[config.mk]
export PLATFORM = sky130hd
export DESIGN_NAME = uart_tx_arbiter
export DESIGN_NICKNAME = d
export VERILOG_FILES = /design/src/rtl/uart_tx_arbiter.sv
export SDC_FILE = /design/constraint.sdc
export NUM_CORES = 1
export LEC_CHECK = 0
export BUFFER_PORTS_ARGS = -buffer_cell sky130_fd_sc_hd__buf_2
export CAP_MARGIN = 20
export CORE_ASPECT_RATIO = 2
export CORE_UTILIZATION = 25
export CTS_CLUSTER_SIZE = 16
export DETAILED_ROUTE_END_ITERATION = 7
export PLACE_DENSITY = 0.64
export SKIP_LAST_GASP = 1
export SLEW_MARGIN = 20
export SYNTH_ARGS = -nofsm -noshare
export SYNTH_HDL_FRONTEND = slang
export SYNTH_SLANG_ARGS = --single-unit
[constraint.sdc]
create_clock -name clk -period 1.7 [get_ports clk]
set_clock_uncertainty 0.15 [all_clocks]
set_input_delay 0.085 -clock clk [delete_from_list [all_inputs] [get_ports clk]]
set_output_delay 0.085 -clock clk [all_outputs]
set_load 0.005 [all_outputs]
[src/rtl/uart_tx_arbiter.sv]
// Round-robin arbiter sharing one UART transmitter byte port between N_PORTS requesters.
// Grants are held for a whole packet; optional inter-packet gap and mid-packet stall watchdog.
module uart_tx_arbiter #(
    parameter int unsigned N_PORTS        = 4,
    parameter int unsigned DATA_WIDTH     = 8,
    parameter int unsigned GAP_CYCLES     = 0,
    parameter int unsigned TIMEOUT_CYCLES = 0
) (
    input  logic                          clk,
    input  logic                          reset,
    input  logic [N_PORTS*DATA_WIDTH-1:0] req_data,
    input  logic [N_PORTS-1:0]            req_valid,
    input  logic [N_PORTS-1:0]            req_last,
    output logic [N_PORTS-1:0]            req_ready,
    output logic [DATA_WIDTH-1:0]         tx_data,
    output logic                          tx_valid,
    input  logic                          tx_ready,
    output logic [N_PORTS-1:0]            grant,
    output logic                          busy,
    output logic                          timeout_pulse
);
    localparam int unsigned PTR_W = $clog2(N_PORTS);
    localparam int unsigned GAP_W = (GAP_CYCLES > 1) ? $clog2(GAP_CYCLES) : 1;
    localparam int unsigned TO_W  = (TIMEOUT_CYCLES > 1) ? $clog2(TIMEOUT_CYCLES) : 1;

    localparam logic [GAP_W-1:0]   GAP_LAST = GAP_W'((GAP_CYCLES > 0) ? GAP_CYCLES - 1 : 0);
    localparam logic [TO_W-1:0]    TO_LAST  = TO_W'((TIMEOUT_CYCLES > 0) ? TIMEOUT_CYCLES - 1 : 0);
    localparam logic [PTR_W-1:0]   PTR_MAX  = PTR_W'(N_PORTS - 1);
    localparam logic [N_PORTS-1:0] ONE_HOT0 = N_PORTS'(1);

    typedef enum logic [1:0] {IDLE, SEND, GAP} state_t;

    state_t             state_q, state_d;
    logic [N_PORTS-1:0] grant_q, grant_d;
    logic [PTR_W-1:0]   rr_ptr_q, rr_ptr_d;
    logic [GAP_W-1:0]   gap_cnt_q, gap_cnt_d;
    logic [TO_W-1:0]    stall_cnt_q, stall_cnt_d;

    logic [PTR_W-1:0]   owner;
    logic [PTR_W-1:0]   next_ptr;
    logic [PTR_W-1:0]   pick;
    logic [PTR_W-1:0]   scan_idx;
    logic               end_pkt;

    // Datapath mux and owner index both decode straight from the registered one-hot grant.
    always_comb begin
        tx_data = '0;
        owner   = '0;
        for (int unsigned i = 0; i < N_PORTS; i++) begin
            if (grant_q[i]) begin
                tx_data = req_data[i*DATA_WIDTH +: DATA_WIDTH];
                owner   = PTR_W'(i);
            end
        end
    end

    assign grant     = grant_q;
    assign tx_valid  = |(grant_q & req_valid);
    assign req_ready = tx_ready ? grant_q : '0;
    assign busy      = (state_q != IDLE);
    assign next_ptr  = (owner == PTR_MAX) ? '0 : owner + 1'b1;

    // Scan from the highest offset down so the nearest valid index after rr_ptr wins.
    always_comb begin
        pick     = rr_ptr_q;
        scan_idx = '0;
        for (int unsigned k = N_PORTS; k > 0; k--) begin
            scan_idx = PTR_W'((32'(rr_ptr_q) + k - 1) % N_PORTS);
            if (req_valid[scan_idx]) begin
                pick = scan_idx;
            end
        end
    end

    always_comb begin
        state_d       = state_q;
        grant_d       = grant_q;
        rr_ptr_d      = rr_ptr_q;
        gap_cnt_d     = gap_cnt_q;
        stall_cnt_d   = stall_cnt_q;
        end_pkt       = 1'b0;
        timeout_pulse = 1'b0;
        case (state_q)
            IDLE: begin
                if (|req_valid) begin
                    grant_d     = ONE_HOT0 << pick;
                    stall_cnt_d = '0;
                    state_d     = SEND;
                end
            end
            SEND: begin
                if (tx_valid && tx_ready) begin
                    stall_cnt_d = '0;
                    end_pkt     = |(grant_q & req_last);
                end else if (TIMEOUT_CYCLES > 0 && !tx_valid) begin
                    // Only owner starvation counts; transmitter backpressure is not a fault.
                    if (stall_cnt_q == TO_LAST) begin
                        timeout_pulse = 1'b1;
                        end_pkt       = 1'b1;
                    end else begin
                        stall_cnt_d = stall_cnt_q + 1'b1;
                    end
                end
                if (end_pkt) begin
                    grant_d   = '0;
                    rr_ptr_d  = next_ptr;
                    gap_cnt_d = '0;
                    state_d   = (GAP_CYCLES > 0) ? GAP : IDLE;
                end
            end
            GAP: begin
                if (gap_cnt_q == GAP_LAST) begin
                    state_d = IDLE;
                end else begin
                    gap_cnt_d = gap_cnt_q + 1'b1;
                end
            end
            default: begin
                grant_d = '0;
                state_d = IDLE;
            end
        endcase
    end

    always_ff @(posedge clk or posedge reset) begin
        if (reset) begin
            state_q     <= IDLE;
            grant_q     <= '0;
            rr_ptr_q    <= '0;
            gap_cnt_q   <= '0;
            stall_cnt_q <= '0;
        end else begin
            state_q     <= state_d;
            grant_q     <= grant_d;
            rr_ptr_q    <= rr_ptr_d;
            gap_cnt_q   <= gap_cnt_d;
            stall_cnt_q <= stall_cnt_d;
        end
    end

endmodule

==> flow_summary_export.csv, run 1 <==
group,metric,value,unit
run_status,status,"finished, final reports clean",
critical_path,path_class,"reg2out",
detailed_routing,ant_nets,0,
critical_path,crit_arrival,1440,ps
synth,synthFlopType,"dfrtp_1",
worst_hold_path,hold_class,"in2reg",
power_and_ir_drop,p_int,0.920,mW
power_and_ir_drop,powerDensity,1340,mW/mm2
detailed_routing,drc,0,
placement,routabilityCongestion,0.760,
synth,ys_seq_area_frac,0.242,
synth,ys_ff_latch,7,
placement,post-place-ws,96.7,ps
floorplanning,dieHeight,78.1,um
cts,cts.sink_count,7,
critical_path,timing.rr.start,"grant[1]",
cts,clk_pin_slew,40,ps
sta,hold_viol,0,
detailed_routing,wire_per_inst,14.0,um
detailed_routing,vias,993,
critical_path,crit_cells,5,
floorplanning,initial_core_util,0.265,
floorplanning,io_pins,62,
detailed_routing,avgViaCountPerCell,5.28,
critical_path,worst_path_max_delay_cell,"dfrtp_2",
sta,slew_viol_final,0,
power_and_ir_drop,clockPowerShare,0.145,
placement,io_buffers,60,
detailed_routing,drt-initial-drc-count,22,
power_and_ir_drop,p_sw,0.678,mW
cts,h-tree-depth,1,
cts,cts_buffers,3,
synth,synth.largest_area_cell,"dfrtp_1",
sta,timing.fmax,596,MHz
floorplanning,coreArea,0.00274,mm2
critical_path,crit_chain,"buf_4 > buf_4 > a221oi_2 > o31ai_1 > buf_2",
flow_run,drv_cap,0,
critical_path,r2r_slack,110,ps
floorplanning,die_x,40.1,um
layout,fin_nets,203,
critical_path,cp_common_cell,"buf_4",
critical_path,slowest_delay,410,ps
critical_path,worstPathMaxFanout,5,
sta,fin_ws,23.2,ps
synth,syn_inst,90,
floorplanning,num_rows,27,
sta,rsz0062_at_grt,"yes",
layout,final_core_util,0.435,
floorplanning,dieArea,0.00313,mm2
cts,clkLatencyLatePin,230,ps
power_and_ir_drop,swShare,0.424,
synth,async_flop_share,1.00,
sta,holdWs,81.7,ps
synth,synth.top_cell.area_share,0.242,
sta,finalSetupTns,0,ps
layout,syn_to_final_growth,64.4,%
worst_hold_path,holdPathStages,3,
synth,synth_edf_count,0,
critical_path,startpoint_type,"register",
sta,min_period,1680,ps
synth,avgSynthCellArea,8.05,um2
power_and_ir_drop,vdd_ir_drop_max,0.470,mV
detailed_routing,met2WireLength,1380,um
layout,drive_above_1_share,0.541,
synth,syn_area,724,um2
critical_path,crit_path_end_kind,"output port",
synth,synth_area_leaders,"dfrtp_1, a221oi_1, o31ai_1",
synth,synthesis.nets,133,
critical_path,path_buf_inv,3,
worst_hold_path,min_from,"tx_ready",
layout,num_antenna_cells,0,
power_and_ir_drop,comb_power_share,0.651,
power_and_ir_drop,p_leak,0.607,nW
detailed_routing,met3_length,257,um
cts,cts-root-buf,"clkbuf_8",
critical_path,reg2reg_depth,5,
layout,n_fill_cell,286,
detailed_routing,wirelength,2640,um
global_routing,grt_usage,0.172,
global_routing,grt_antenna_before_repair,0,
detailed_routing,dr.max_layer_used,"met4",
placement,dp_hpwl,2130,um
sta,finalSetupViolations,0,
power_and_ir_drop,seqPwrFrac,0.204,
critical_path,cp_top_family,"buffers and inverters",
synth,synthDistinctLibCells,35,
detailed_routing,wl_met1,935,um
critical_path,rr_endpoint,"grant[3]",
synth,synth_warnings,0,
worst_hold_path,whs_endpoint,"rr_ptr_q[1]",
cts,cts_buffer_depth,2,
global_routing,grt_start_max_net_pins,13,
sta,period_share,0.986,
detailed_routing,drtPass1Iterations,4,
critical_path,required,1460,ps
global_routing,gr-total-overflow,0,
global_routing,grt_pass1_vias,892,
global_routing,grt_pass1_wl,3710,um
cts,cts_tree,"yes",
-- sequential cells by signal, indices dropped and copies added, names as in the netlist --
| signal | cells |
|---|---|
| grant | 4 |
| rr_ptr_q | 2 |
| state_q | 1 |
-- through the flow --
step / cells / instance area, um2 / power (mW)
4_1_cts: 188 / 1170 / 1.57
5_1_grt: 188 / 1190 / 1.74
3_3_place_gp: 182 / 1100 / 1.28
3_5_place_dp: 182 / 1100 / 1.30
6_report: 188 / 1190 / 1.60
2_1_floorplan: 90 / 724 / 0.873
-- cell usage after synthesis, types with 2 or more instances --
library cell / count
nand2_1: 10
nor2_1: 8
a221oi_1: 7
dfrtp_1: 7
o31ai_1: 7
inv_1: 5
a21oi_1: 4
a22oi_1: 4
a32o_1: 4
and2_1: 4
clkbuf_1: 3
nor2b_1: 3
o21ai_0: 2
-- power groups by stage --
stage | registers [mW] | clock network, mW | logic (mW)
3_3_place_gp | 0.328 | 0 | 0.950
4_1_cts | 0.326 | 0.234 | 1.01
2_1_floorplan | 0.311 | 0 | 0.562
5_1_grt | 0.337 | 0.249 | 1.15
3_5_place_dp | 0.333 | 0 | 0.965
6_report | 0.327 | 0.232 | 1.04
-- placed cells by master (no fill, tap or decap), drive strengths merged, types with 2 or more instances in the layout --
master   n
a21oi    4
a221oi   7
a22oi    4
a31oi    2
a32o     4
and2     4
buf     69
clkbuf   4
dfrtp    7
inv      5
nand2   11
nor2     9
nor2b    3
o21ai    3
o31ai    7
-- layout make-up --
type / instances / area (um2) / area share
Multi-Input combinational cell: 73 / 537 / 0.451
Timing Repair Buffer: 70 / 378 / 0.317
Sequential cell: 7 / 176 / 0.148
Clock buffer: 4 / 45.0 / 0.0378
Tap cell: 29 / 36.3 / 0.0305
Inverter: 5 / 18.8 / 0.0158
-- per-layer routing --
layer / vias to the layer above / track usage
li1: 482 / -
met1: 445 / 0.159
met2: 62 / 0.305
met3: 4 / 0.0311
met4: 0 / 0.114
met5: - / 0
-- how the worst max path moves through the flow --
stage	end	slack, ps	from
after floorplan	rr_ptr_q[0]	250	grant[1]
after detailed placement	tx_data[0]	100	grant[1]
after CTS	tx_data[3]	1	grant[1]
final	tx_data[3]	20	grant[1]
after global routing	tx_data[4]	-20	grant[1]
after global placement	tx_data[0]	110	grant[1]
-- timing repair --
item	4_1_cts	5_1_grt
pin swaps	1	1
gates resized for setup	4	6
hold endpoints to repair	7	0
endpoints found under the setup margin	8	7
buffers inserted	1	0
hold buffers	1	0
-- worst register-to-register path: cells and delay by family (launching register included) --
kind / cells / cell delay, ps
compound gates: 3 / 680
simple gates: 1 / 140
flops: 1 / 410
buf+inv: 1 / 150
-- logic make-up after synthesis --
family	share of synthesized area
other	0.00518
flip-flops	0.242
AO/OA/AOI/OAI	0.432
buffers and inverters	0.0587
multiplexers	0.0345
AND/OR/NAND/NOR	0.228
No activity file was read; power rests on OpenSTA's default activity.
==> run 2, diff against run 1 <==
Settings changed: ABC_AREA set to 1, PLACE_DENSITY 0.64 to 0.6.
==> flow_summary_export.csv, run 2 <==
group,metric,value,unit
layout,final_common_cell,"buf_2",
synth,synth_warnings,0,
power_and_ir_drop,powerDensity,1790,mW/mm2
placement,post-place-ws,79.1,ps
critical_path,slowest_delay,390,ps
synth,synth.largest_area_cell,"nand2_1",
critical_path,worst_path_max_delay_cell,"dfrtp_1",
placement,dpl-instance-area,0.00124,mm2
detailed_routing,met2WireLength,1730,um
synth,synthesis.nets,204,
flow_run,drv_cap,0,
detailed_routing,met3_length,139,um
synth,synthFlopType,"dfrtp_1",
synth,synthDistinctLibCells,24,
layout,final_core_util,0.404,
floorplanning,initial_core_util,0.261,
placement,dp_hpwl,2430,um
critical_path,crit_chain,"or2_4 > nor2_4 > nand2_1 > nand3_1 > o21ai_1 > inv_1 > buf_2",
detailed_routing,wire_per_inst,11.0,um
sta,min_period,1670,ps
detailed_routing,wl_met1,937,um
power_and_ir_drop,vdd_ir_drop_max,0.713,mV
synth,synth_xor_area_frac,0,
run_status,violations,"DRC",
synth,synth.top_cell.area_share,0.255,
floorplanning,num_rows,30,
sta,fin_ws,30.3,ps
synth,synth_compound_area_frac,0.149,
global_routing,grt_pass1_vias,1187,
synth,synthMostInstantiatedCell,"nand2_1",
critical_path,required,1460,ps
synth,synth_top_family_by_area,"simple AND/OR/NAND/NOR gates",
power_and_ir_drop,p_leak,0.883,nW
layout,syn_to_final_growth,54.8,%
detailed_routing,avgViaCountPerCell,4.72,
critical_path,worstPathMaxFanout,8,
synth,synth_mux_area_frac,0,
global_routing,grt_pass1_wl,4760,um
floorplanning,dieArea,0.00378,mm2
cts,cts_tree,"yes",
synth,netlist_top_cells_count,"nand2_1, nand3_1, inv_1",
sta,finalSetupViolations,0,
layout,finalInstanceArea,0.00137,mm2
synth,avgSynthCellArea,5.48,um2
critical_path,path_class,"reg2out",
synth,async_flop_share,1.00,
sta,period_share,0.982,
synth,yosys.area_share.adder,0,
cts,clkLatencyLatePin,230,ps
cts,h-tree-depth,1,
worst_hold_path,hold_class,"in2async",
cts,cts_buffer_depth,2,
sta,slew_viol_final,0,
detailed_routing,drc,1,
critical_path,crit_path_end_kind,"output port",
sta,rsz0062_at_grt,"yes",
critical_path,crit_arrival,1430,ps
cts,cts.sink_count,7,
sta,hold_viol,0,
layout,largest_reg_flops,4,
run_status,status,"finished, violations left",
detailed_routing,vias,1261,
placement,routabilityCongestion,0.809,
cts,cts-root-buf,"clkbuf_8",
sta,timing.fmax,599,MHz
synth,syn_area,882,um2
detailed_routing,drt-initial-drc-count,19,
layout,num_antenna_cells,0,
synth,ys_seq_area_frac,0.199,
synth,yosys.area_share.simple,0.499,
floorplanning,io_pins,62,
global_routing,grt_start_max_net_pins,16,
floorplanning,dieHeight,86.0,um
layout,fin_nets,279,
synth,synth_edf_count,0,
placement,place_inst,256,
critical_path,startpoint_type,"register",
cts,clk_pin_slew,40,ps
detailed_routing,wirelength,2950,um
floorplanning,coreArea,0.00338,mm2
synth,synth_area_leaders,"nand2_1, dfrtp_1, nand3_1",
floorplanning,die_x,44,um
layout,n_fill_cell,395,
layout,mostFrequentLayoutCells,"buf_2, nand2_1, nand3_1, inv_1, buf_4",
synth,ys_ff_latch,7,
global_routing,grt_antenna_before_repair,0,
global_routing,gr-total-overflow,0,
layout,drive_above_1_share,0.413,
cts,cts_buffers,3,
synth,syn_inst,161,
global_routing,grt_usage,0.166,
detailed_routing,drtPass1Iterations,6,
placement,io_buffers,60,
detailed_routing,dr.max_layer_used,"met4",
detailed_routing,ant_nets,0,
layout,layout.cells.non_filler,267,
[run 2: changes by cell type after synthesis, sizes merged, moves of 9 or more]
| cell | previous run | this run |
|---|---|---|
| nand2 | 11 | 69 |
| inv | 5 | 26 |
| nand3 | 0 | 24 |
| o21ai | 3 | 12 |
[run 2: cell families (layout without fill, tap and decap cells)]
logic type / count (synthesis) / in the layout
other: 1 / 1
AO/OA/AOI/OAI: 24 / 24
buffers and inverters: 31 / 105
flip-flops: 7 / 7
AND/OR/NAND/NOR: 98 / 98
[run 2: what timing repair did]
item                                    in CTS  in global routing
buffers inserted                             2                  4
endpoints found under the setup margin       8                 12
cloned                                       0                  0
resized for setup                            2                  5
pin swaps                                    1                  4
hold endpoints to repair                     7                  0
hold buffers                                 1                  0
[run 2: worst paths after layout]
check | start | to | slack, ps | cells past startpoint
setup / recovery | grant[2] | tx_data[2] | 30 | 7
hold / removal | reset | grant[0] | 180 | 3
setup reg to reg | rr_ptr_q[0] | grant[0] | 130 | 8
hold reg to reg | state_q[0] | state_q[0] | 380 | 2
max in group asynchronous | reset | rr_ptr_q[0] | 980 | 3
min in group clk | tx_ready | rr_ptr_q[0] | 210 | 4
[run 2: critical path, delay by kind of cell (launching register included)]
| family | cells | cell delay [ps] |
|---|---|---|
| compound gates | 1 | 60 |
| flops | 1 | 390 |
| buf+inv | 2 | 150 |
| simple gates | 4 | 600 |
[run 2: per-stage QoR]
step / hold slack (ps) / TNS (ps) / total power [mW]
after floorplan: -262 / 0 / 1.48
after CTS: 181 / 0 / 2.38
after global placement: -117 / 0 / 2.06
after global routing: 235 / -447 / 2.72
after detailed placement: -119 / 0 / 2.06
final: 183 / 0 / 2.44
[run 2: area by class of cell]
type / instances / area [um2] / area share
clock buffer: 4 / 45.0 / 0.0330
inverter: 27 / 101 / 0.0742
timing repair buffer: 74 / 412 / 0.302
sequential: 7 / 176 / 0.129
tap: 32 / 40.0 / 0.0293
multi-input combinational: 123 / 591 / 0.433
[run 2: per-layer routing]
metal | vias up | GRT usage
met3 | 12 | 0.00632
met2 | 57 | 0.349
met4 | 0 | 0.102
met1 | 539 | 0.131
met5 | - | 0
li1 | 653 | -
[run 2: report_power, final]
group / switching (mW) / internal, mW / total [mW]
Clock: 0.0756 / 0.162 / 0.238
Combinational: 1.04 / 0.836 / 1.88
Sequential: 0.0861 / 0.243 / 0.329
==> run 3, diff against run 2 <==
Settings changed: CAP_MARGIN 20 to 30, RECOVER_POWER set to 50.
==> flow_summary_export.csv, run 3 (synthesized netlist as in run 2, its figures left out) <==
group,metric,value,unit
run_status,status,"finished, violations left",
run_status,violations,"DRC",
global_routing,grt_start_max_net_pins,16,
power_and_ir_drop,p_total,2.43,mW
critical_path,crit_cells,7,
detailed_routing,drtPass1Iterations,6,
critical_path,r2r_slack,130,ps
layout,mostFrequentLayoutCells,"nand2_1, buf_2, nand3_1, inv_1, buf_4",
cts,cts_buffer_depth,2,
placement,dpl-instance-area,0.00124,mm2
global_routing,grt_pass1_wl,4760,um
floorplanning,die_x,44,um
global_routing,gr-total-overflow,0,
sta,timing.fmax,599,MHz
critical_path,worst_path_max_delay_cell,"dfrtp_1",
placement,io_buffers,60,
critical_path,slowest_delay,390,ps
detailed_routing,dr.max_layer_used,"met4",
power_and_ir_drop,vdd_ir_drop_max,0.714,mV
critical_path,rr_endpoint,"grant[0]",
cts,cts.sink_count,7,
detailed_routing,ant_nets,0,
placement,place_inst,256,
floorplanning,coreArea,0.00338,mm2
sta,fin_ws,30.2,ps
floorplanning,num_rows,30,
global_routing,grt_usage,0.166,
detailed_routing,wirelength,2950,um
layout,drive_above_1_share,0.400,
detailed_routing,wire_per_inst,11.1,um
critical_path,path_class,"reg2out",
detailed_routing,drt-initial-drc-count,20,
power_and_ir_drop,p_leak,0.873,nW
critical_path,reg2reg_depth,8,
sta,rsz0062_at_grt,"yes",
floorplanning,io_pins,62,
detailed_routing,wl_met1,943,um
placement,dp_hpwl,2430,um
critical_path,required,1460,ps
sta,period_share,0.982,
detailed_routing,met3_length,141,um
sta,holdWs,183,ps
cts,clkLatencyLatePin,230,ps
critical_path,crit_arrival,1430,ps
layout,finalInstanceArea,0.00136,mm2
layout,syn_to_final_growth,54.0,%
sta,finalSetupTns,0,ps
detailed_routing,vias,1264,
critical_path,crit_chain,"or2_4 > nor2_4 > nand2_1 > nand3_1 > o21ai_1 > inv_1 > buf_2",
critical_path,worstPathMaxFanout,8,
cts,cts_tree,"yes",
global_routing,grt_pass1_vias,1187,
critical_path,cp-startpoint,"grant[2]",
layout,fin_nets,279,
flow_run,drv_cap,0,
critical_path,cp_top_family,"simple AND/OR/NAND/NOR gates",
detailed_routing,drc,1,
layout,final_common_cell,"nand2_1",
placement,routabilityCongestion,0.809,
detailed_routing,avgViaCountPerCell,4.73,
floorplanning,initial_core_util,0.261,
cts,cts_buffers,3,
power_and_ir_drop,powerDensity,1790,mW/mm2
critical_path,crit_path_end_kind,"output port",
layout,num_antenna_cells,0,
cts,cts-root-buf,"clkbuf_8",
placement,post-place-ws,79.1,ps
layout,largest_reg_flops,4,
cts,h-tree-depth,1,
worst_hold_path,hold_class,"in2async",
sta,hold_viol,0,
critical_path,startpoint_type,"register",
floorplanning,dieArea,0.00378,mm2
floorplanning,dieHeight,86.0,um
global_routing,grt_antenna_before_repair,0,
critical_path,timing.rr.start,"rr_ptr_q[0]",
sta,finalSetupViolations,0,
critical_path,endpoint,"tx_data[2]",
layout,final_core_util,0.402,
cts,clk_pin_slew,40,ps
critical_path,path_buf_inv,2,
sta,min_period,1670,ps
layout,layout.cells.non_filler,267,
detailed_routing,met2WireLength,1730,um
sta,slew_viol_final,0,
-- run 3: changes by cell type in the layout (fill, tap and decap cells not counted), sizes merged --
cell | before | now
buf | 73 | 70
clkbuf | 4 | 7
-- run 3: report_power, final --
| group | switching (mW) | internal, mW |
|---|---|---|
| logic | 1.04 | 0.824 |
| clock network | 0.0757 | 0.162 |
| registers | 0.0859 | 0.243 |
-- run 3: area by class of cell --
class	instances	area [um2]
clock buffers	4	45.0
flip-flops and latches	7	176
repair buffers	74	405
fillers	395	2020
well taps	32	40.0
inverters	27	101
multi-input cells	123	591
-- run 3: what timing repair did --
item	4_1_cts	5_1_grt
setup buffers	2	4
gates cloned	0	0
pin swaps	1	4
hold endpoints to repair	7	0
endpoints found under the setup margin	8	12
resized for setup	2	5
hold buffers	1	0
-- run 3: per-layer routing --
metal	up-vias	track usage
met5	-	0
met4	0	0.102
met3	12	0.00632
met2	59	0.349
met1	540	0.131
li1	653	-
-- run 3: how the worst min path moves through the flow --
stage | from | to | slack, ps | cells past startpoint
6_report | reset | grant[0] | 180 | 3
5_1_grt | reset | grant[1] | 240 | 3
4_1_cts | reset | grant[0] | 180 | 3
3_5_place_dp | reset | grant[0] | -120 | 2
3_3_place_gp | reset | grant[0] | -120 | 2
2_1_floorplan | reset | grant[0] | -260 | 1
-- run 3: worst min-delay path: cells and delay by family --
kind     cells  cell delay, ps
buf+inv      3             870
